### src/rtl/spwm_pkg.sv
// spwm_pkg: shared types and constants for the SPWM gate-drive path.
//  - dt_state_t : per-leg dead-time FSM states
//  - NCH        : number of half-bridge legs (A/B/C)
//  - DT_W       : width of the dead-time counter and dt_cycles input
//  - gap_load() : counter preload that makes a gap last max(dt,1) cycles
package spwm_pkg;

    localparam int NCH  = 3;
    localparam int DT_W = 8;

    typedef enum logic [2:0] {
        IDLE  = 3'd0,
        H_ON  = 3'd1,
        DT_HL = 3'd2,
        L_ON  = 3'd3,
        DT_LH = 3'd4
    } dt_state_t;

    // The gap state exits on the cycle the counter reads zero, so preloading
    // dt-1 yields exactly dt both-low cycles; dt=0 still spends one cycle.
    function automatic logic [DT_W-1:0] gap_load(input logic [DT_W-1:0] dt);
        if (dt == {DT_W{1'b0}}) begin
            return {DT_W{1'b0}};
        end else begin
            return dt - DT_W'(1);
        end
    endfunction

endpackage

### src/rtl/deadtime_gen_3ch_if.sv
// deadtime_gen_3ch_if: control/status bundle of the three-leg dead-time inserter.
//  en, pwm_in, dt_cycles, fault, fault_clr : modulator/controller -> inserter
//  gate_h, gate_l, fault_lat               : inserter -> output selector
//  master modport = driver side, slave modport = dead-time inserter.
interface deadtime_gen_3ch_if;
    import spwm_pkg::*;

    logic            en;
    logic [NCH-1:0]  pwm_in;
    logic [DT_W-1:0] dt_cycles;
    logic            fault;
    logic            fault_clr;
    logic [NCH-1:0]  gate_h;
    logic [NCH-1:0]  gate_l;
    logic            fault_lat;

    modport master (
        output en, pwm_in, dt_cycles, fault, fault_clr,
        input  gate_h, gate_l, fault_lat
    );

    modport slave (
        input  en, pwm_in, dt_cycles, fault, fault_clr,
        output gate_h, gate_l, fault_lat
    );

endinterface

### src/rtl/deadtime_channel.sv
// deadtime_channel: one complementary half-bridge leg.
//  clk, rst  : clock, asynchronous active-high reset
//  kill_i    : force the leg to IDLE (enable low or fault active/latched)
//  pwm_i     : raw PWM level, 1 requests the high side
//  dt_i      : dead time in clocks, sampled only when a gap is entered
//  gate_h_o  : registered high-side gate
//  gate_l_o  : registered low-side gate
// Gates are decoded from the next state and registered, so both gates are low
// in IDLE and in either gap state and can never be high together.
module deadtime_channel
    import spwm_pkg::*;
(
    input  logic            clk,
    input  logic            rst,
    input  logic            kill_i,
    input  logic            pwm_i,
    input  logic [DT_W-1:0] dt_i,
    output logic            gate_h_o,
    output logic            gate_l_o
);

    dt_state_t       state_q, state_d;
    logic [DT_W-1:0] cnt_q, cnt_d;
    logic            gate_h_q, gate_l_q;

    // Next-state and counter logic for the leg FSM.
    always_comb begin
        state_d = state_q;
        cnt_d   = cnt_q;
        if (kill_i) begin
            state_d = IDLE;
            cnt_d   = {DT_W{1'b0}};
        end else begin
            case (state_q)
                // Startup always pays a gap toward the requested side.
                IDLE: begin
                    state_d = pwm_i ? DT_LH : DT_HL;
                    cnt_d   = gap_load(dt_i);
                end
                H_ON: begin
                    if (!pwm_i) begin
                        state_d = DT_HL;
                        cnt_d   = gap_load(dt_i);
                    end else begin
                        state_d = H_ON;
                    end
                end
                L_ON: begin
                    if (pwm_i) begin
                        state_d = DT_LH;
                        cnt_d   = gap_load(dt_i);
                    end else begin
                        state_d = L_ON;
                    end
                end
                // A request flip during a gap returns to the side that was
                // just turned off; the other side never conducted, so no risk.
                DT_HL: begin
                    if (pwm_i) begin
                        state_d = H_ON;
                        cnt_d   = {DT_W{1'b0}};
                    end else if (cnt_q == {DT_W{1'b0}}) begin
                        state_d = L_ON;
                    end else begin
                        cnt_d = cnt_q - DT_W'(1);
                    end
                end
                DT_LH: begin
                    if (!pwm_i) begin
                        state_d = L_ON;
                        cnt_d   = {DT_W{1'b0}};
                    end else if (cnt_q == {DT_W{1'b0}}) begin
                        state_d = H_ON;
                    end else begin
                        cnt_d = cnt_q - DT_W'(1);
                    end
                end
                default: begin
                    state_d = IDLE;
                    cnt_d   = {DT_W{1'b0}};
                end
            endcase
        end
    end

    // State, counter and gate registers.
    always_ff @(posedge clk or posedge rst) begin
        if (rst) begin
            state_q  <= IDLE;
            cnt_q    <= {DT_W{1'b0}};
            gate_h_q <= 1'b0;
            gate_l_q <= 1'b0;
        end else begin
            state_q  <= state_d;
            cnt_q    <= cnt_d;
            gate_h_q <= (state_d == H_ON);
            gate_l_q <= (state_d == L_ON);
        end
    end

    assign gate_h_o = gate_h_q;
    assign gate_l_o = gate_l_q;

endmodule

### src/rtl/deadtime_gen_3ch.sv
// deadtime_gen_3ch: dead-time inserter for three complementary legs (A/B/C).
//  clk, rst : clock, asynchronous active-high reset
//  bus      : slave side of deadtime_gen_3ch_if
//             in : en, pwm_in[NCH], dt_cycles, fault, fault_clr
//             out: gate_h[NCH], gate_l[NCH], fault_lat (all registered)
// Holds the fault latch and drives a shared kill to every leg. A raw fault
// kills in the same cycle it is sampled, so the legs drop to IDLE on the same
// edge that sets fault_lat.
module deadtime_gen_3ch
    import spwm_pkg::*;
(
    input  logic               clk,
    input  logic               rst,
    deadtime_gen_3ch_if.slave  bus
);

    logic           fault_lat_q, fault_lat_d;
    logic           kill_s;
    logic [NCH-1:0] gate_h_s;
    logic [NCH-1:0] gate_l_s;

    // Fault latch next state: a present fault always wins over a clear.
    always_comb begin
        fault_lat_d = fault_lat_q;
        if (bus.fault) begin
            fault_lat_d = 1'b1;
        end else if (bus.fault_clr) begin
            fault_lat_d = 1'b0;
        end else begin
            fault_lat_d = fault_lat_q;
        end
    end

    // Fault latch register.
    always_ff @(posedge clk or posedge rst) begin
        if (rst) begin
            fault_lat_q <= 1'b0;
        end else begin
            fault_lat_q <= fault_lat_d;
        end
    end

    assign kill_s = ~bus.en | bus.fault | fault_lat_q;

    for (genvar g = 0; g < NCH; g++) begin : g_leg
        deadtime_channel u_ch (
            .clk      (clk),
            .rst      (rst),
            .kill_i   (kill_s),
            .pwm_i    (bus.pwm_in[g]),
            .dt_i     (bus.dt_cycles),
            .gate_h_o (gate_h_s[g]),
            .gate_l_o (gate_l_s[g])
        );
    end

    assign bus.gate_h    = gate_h_s;
    assign bus.gate_l    = gate_l_s;
    assign bus.fault_lat = fault_lat_q;

endmodule

### src/flat_wrapper.sv
// flat-port wrapper written by rule: the top's interface ports become plain ports
module deadtime_gen_3ch_flat import spwm_pkg::*;
  (clk, rst, bus_en, bus_pwm_in, bus_dt_cycles, bus_fault, bus_fault_clr, bus_gate_h, bus_gate_l, bus_fault_lat);
  deadtime_gen_3ch_if bus_i ();
  input  logic clk;
  input  logic rst;
  input wire logic [$bits(bus_i.en)-1:0] bus_en;
  input wire logic [$bits(bus_i.pwm_in)-1:0] bus_pwm_in;
  input wire logic [$bits(bus_i.dt_cycles)-1:0] bus_dt_cycles;
  input wire logic [$bits(bus_i.fault)-1:0] bus_fault;
  input wire logic [$bits(bus_i.fault_clr)-1:0] bus_fault_clr;
  output wire logic [$bits(bus_i.gate_h)-1:0] bus_gate_h;
  output wire logic [$bits(bus_i.gate_l)-1:0] bus_gate_l;
  output wire logic [$bits(bus_i.fault_lat)-1:0] bus_fault_lat;
  assign bus_i.en = bus_en;
  assign bus_i.pwm_in = bus_pwm_in;
  assign bus_i.dt_cycles = bus_dt_cycles;
  assign bus_i.fault = bus_fault;
  assign bus_i.fault_clr = bus_fault_clr;
  assign bus_gate_h = bus_i.gate_h;
  assign bus_gate_l = bus_i.gate_l;
  assign bus_fault_lat = bus_i.fault_lat;
  deadtime_gen_3ch u_core (.clk(clk), .rst(rst), .bus(bus_i));
endmodule
### config.mk
export PLATFORM = sky130hd
export DESIGN_NAME = deadtime_gen_3ch_flat
export DESIGN_NICKNAME = d
export VERILOG_FILES = /design/src/rtl/spwm_pkg.sv /design/src/rtl/deadtime_gen_3ch_if.sv /design/src/rtl/deadtime_channel.sv /design/src/rtl/deadtime_gen_3ch.sv /design/src/flat_wrapper.sv
export SDC_FILE = /design/constraint.sdc
export NUM_CORES = 1
export LEC_CHECK = 0
export ABC_AREA = 1
export BUFFER_PORTS_ARGS = -buffer_cell sky130_fd_sc_hd__buf_2
export CORE_ASPECT_RATIO = 1.2
export CORE_UTILIZATION = 40
export CTS_BUF_LIST = sky130_fd_sc_hd__clkbuf_4
export DETAILED_ROUTE_END_ITERATION = 10
export HOLD_SLACK_MARGIN = 0.12
export PLACE_DENSITY_LB_ADDON = 0.12
export RECOVER_POWER = 50
export SYNTH_ARGS = -nofsm -noshare
export SYNTH_HDL_FRONTEND = slang
export SYNTH_SLANG_ARGS = --single-unit
export TNS_END_PERCENT = 10
### constraint.sdc
create_clock -name clk -period 1.4 [get_ports clk]
set_clock_uncertainty 0.1 [all_clocks]
set_input_delay 0.21 -clock clk [delete_from_list [all_inputs] [get_ports clk]]
set_output_delay 0.21 -clock clk [all_outputs]
set_load 0.01 [all_outputs]
==> impl_metrics.toml <==
[floorplanning]
die_width_um = 80.8
core-area_um2 = 7230
start_util = 0.412
num_rows = 34
io_pins = 23
die_area_um2 = 7800
dieHeight_um = 96.5

[timing]
setup_violations = 21
period_share = 1.05
finalMaxSlewViolations = 0
rsz0062_at_grt = "yes"
worst_pin_slew_ps = 582
fin_hold_ws_ps = 150
finalHoldViolCount = 0
finalCriticalPeriod_ps = 1470
max_freq_mhz = 681
relSlewSlack = 0.612
setup_slack_ps = -69.4

[setup_path]
critPathLaunchType = "flip-flop"
worstPathArrival_ps = 1670
worstReg2RegStart = "u_core.g_leg[1].u_ch.state_q[2]"
path_class = "flip-flop to flip-flop"
crit_path_max_fanout = 5
r2r-end = "u_core.g_leg[1].u_ch.cnt_q[2]"
crit_required_ps = 1600
ff2ff_path_depth = 8
rrSetupSlack_ps = -70
critPathCaptureType = "flip-flop"

[place]
place_congestion = 0.910
hpwl_mm = 5.77
dpl_cell_area_um2 = 3680
port_buffers = 22

[power_and_ir_drop]
leakagePower_nw = 2.25
powerDensity_nw_per_um2 = 607
vdd_drop_max_v = 0.000429

[synth]
synth_most_common_cell = "nand2_1"
synth_xor_area_frac = 0.0412
synth_compound_area_frac = 0.0668
syn-num-nets = 470
synth_area_leaders = "dfrtp_1 34%, nand2_1 21%, inv_1 6.7%"
netlist.top_cell.by_area = "dfrtp_1"
ys_async_sr_fraction = 1.00
synthesis.area_um2 = 2980
syn-instance-count = 446
synthSimpleGateAreaFrac = 0.426
postSynthAreaPerCell_um2 = 6.68
synth_mux_area_frac = 0
ys_seq_area_frac = 0.336
synth_fa_ha_area_frac = 0.0336
synth_top_family_by_area = "simple AND/OR/NAND/NOR gates"
ys_types = 28
yosys_warnings = 0
synth_common_cells = "170 x nand2_1, 53 x inv_1, 40 x dfrtp_1, 37 x nand3_1, 35 x nor2_1"
ys_seq_elements = 40
synth_top_area_share = 0.336
synth-edff-count = 0
synthFlopType = "dfrtp_1"

[cts]
cts.sinks = 40
cts_tree = "yes"
path_clk_slew_ps = 130
clk_path_buf_depth = 2
cts_made_buffers = 5
clk_latency_ps = 350
clockRootBuffer = "clkbuf_4"
ctsHtreeMaxLevel = 2

[drt]
num_vias = 3058
first_pass_iters = 4
drtAntennaViolNets = 0
wl_mm = 7.65
wl_per_cell_um = 12.0
vias_per_cell = 4.81
drt_iter0_drc = 145
drc = 0

[status]
violations = "setup timing"
outcome = "complete, but fails checks"

[cells_and_area]
syn_to_final_growth_pct = 34.5
finalInstanceArea_um2 = 4010
nets = 570
diodes = 0
drive_gt1_frac = 0.337
fillers = 722

[global_route]
grt_pass1_wl_mm = 12.5
grt_pass1_vias = 2809
overflow = 0
antenna_found_initial = 0
grt_max_degree = 41
grt_usage = 0.209

[worst_hold_path]
hold_path_end = "u_core.g_leg[1].u_ch.state_q[2]"
hp-class = "input port to flip-flop"
hold_path_depth = 4
min_from = "bus_en"

[job]
maxCapViolations = 0
-- cell families after synthesis --
logic type | Yosys count
and+or+nand+nor | 283
buffers and inverters | 68
DFF | 40
AOI/OAI and AO/OA | 33
xor gates and xnor gates | 14
adders and majority gates | 8
-- worst max path at each step --
| stage | slack, ps | startpoint | depth (start not counted) | endpoint |
|---|---|---|---|---|
| floorplan | -10 | u_core.g_leg[2].u_ch.cnt_q[0] | 9 | u_core.g_leg[2].u_ch.cnt_q[1] |
| global placement | -130 | u_core.g_leg[2].u_ch.cnt_q[0] | 9 | u_core.g_leg[2].u_ch.cnt_q[1] |
| detailed placement | -150 | u_core.g_leg[1].u_ch.state_q[1] | 7 | u_core.g_leg[1].u_ch.cnt_q[0] |
| CTS | -60 | u_core.g_leg[0].u_ch.cnt_q[0] | 10 | u_core.g_leg[0].u_ch.gate_h_o |
| global route | -200 | u_core.g_leg[1].u_ch.state_q[0] | 9 | u_core.g_leg[1].u_ch.cnt_q[2] |
| finish | -70 | u_core.g_leg[1].u_ch.state_q[2] | 8 | u_core.g_leg[1].u_ch.cnt_q[2] |
-- critical path, cell delays in order, from the launching register on --
cell and delay (ps):
dfrtp_1 450, inv_2 120, nand3_1 110, o21ai_2 180, inv_1 80, nor2_2 120
buf_6 130, nand2_1 50, nand2_1 60
-- final cells by class --
class	instances	area, µm²	share of cell area
clock buffers	5	37.5	0.00937
clock inverters	2	12.5	0.00312
inverters	60	230	0.0574
multi-input cells	338	1870	0.468
flip-flops and latches	40	1000	0.250
well taps	90	113	0.0281
repair buffers	101	737	0.184
-- registers in the layout (all words and copies together), names as in the netlist --
| register | cells |
|---|---|
| u_core.g_leg.u_ch.state_q | 9 |
| u_core.g_leg.u_ch.cnt_q | 24 |
| u_core.g_leg.u_ch.gate_h_o | 3 |
| u_core.g_leg.u_ch.gate_l_o | 3 |
| u_core.bus.fault_lat | 1 |
-- cells in the final DEF, fill, tap and decap left out, drive strengths merged --
| master | instances |
|---|---|
| nand2 | 173 |
| buf | 94 |
| inv | 60 |
| nor2 | 44 |
| dfrtp | 40 |
| nand3 | 39 |
| o21ai | 23 |
| nand4 | 20 |
| xor2 | 12 |
| a21oi | 10 |
| ha | 8 |
| clkbuf | 6 |
| nor3 | 6 |
| dlygate4sd3 | 5 |
| xnor2 | 2 |
| nand3b | 1 |
| clkinv | 1 |
| clkinvlp | 1 |
| dlymetal6s4s | 1 |
-- where the power goes --
part | internal (mW) | leakage [nW] | switching, mW
clock network | 0.183 | 0.0271 | 0.400
logic | 0.281 | 1.67 | 0.369
registers | 1.18 | 0.547 | 0.0207
total | 1.64 | 2.25 | 0.790
-- per-layer routing --
| metal | routed length (µm) | vias up | GRT usage |
|---|---|---|---|
| met5 | 0 | - | 0 |
| met2 | 3770 | 54 | 0.366 |
| li1 | - | 1599 | - |
| met1 | 3520 | 1390 | 0.262 |
| met3 | 224 | 15 | 0.0291 |
| met4 | 144 | 0 | 0.0685 |
-- repair_timing --
item | in CTS | in global routing
setup buffers | 3 | 2
hold buffers | 6 | 0
endpoints found under the setup margin | 34 | 37
pin swaps | 14 | 8
gates resized for setup | 47 | 27
hold endpoints to repair | 46 | 0
gates cloned | 0 | 0
-- stage by stage --
stage | setup TNS [ps] | cells | total power [mW] | setup slack, ps | util
floorplan | -11.0 | 446 | 1.58 | -11.0 | -
global placement | -2830 | 618 | 1.81 | -130 | 0.508
detailed placement | -3060 | 618 | 1.81 | -154 | 0.508
CTS | -886 | 634 | 2.46 | -62.0 | 0.543
global route | -4440 | 636 | 2.59 | -203 | 0.554
finish | -797 | 636 | 2.43 | -69.4 | 0.554
(Power assumes the default switching activity.)
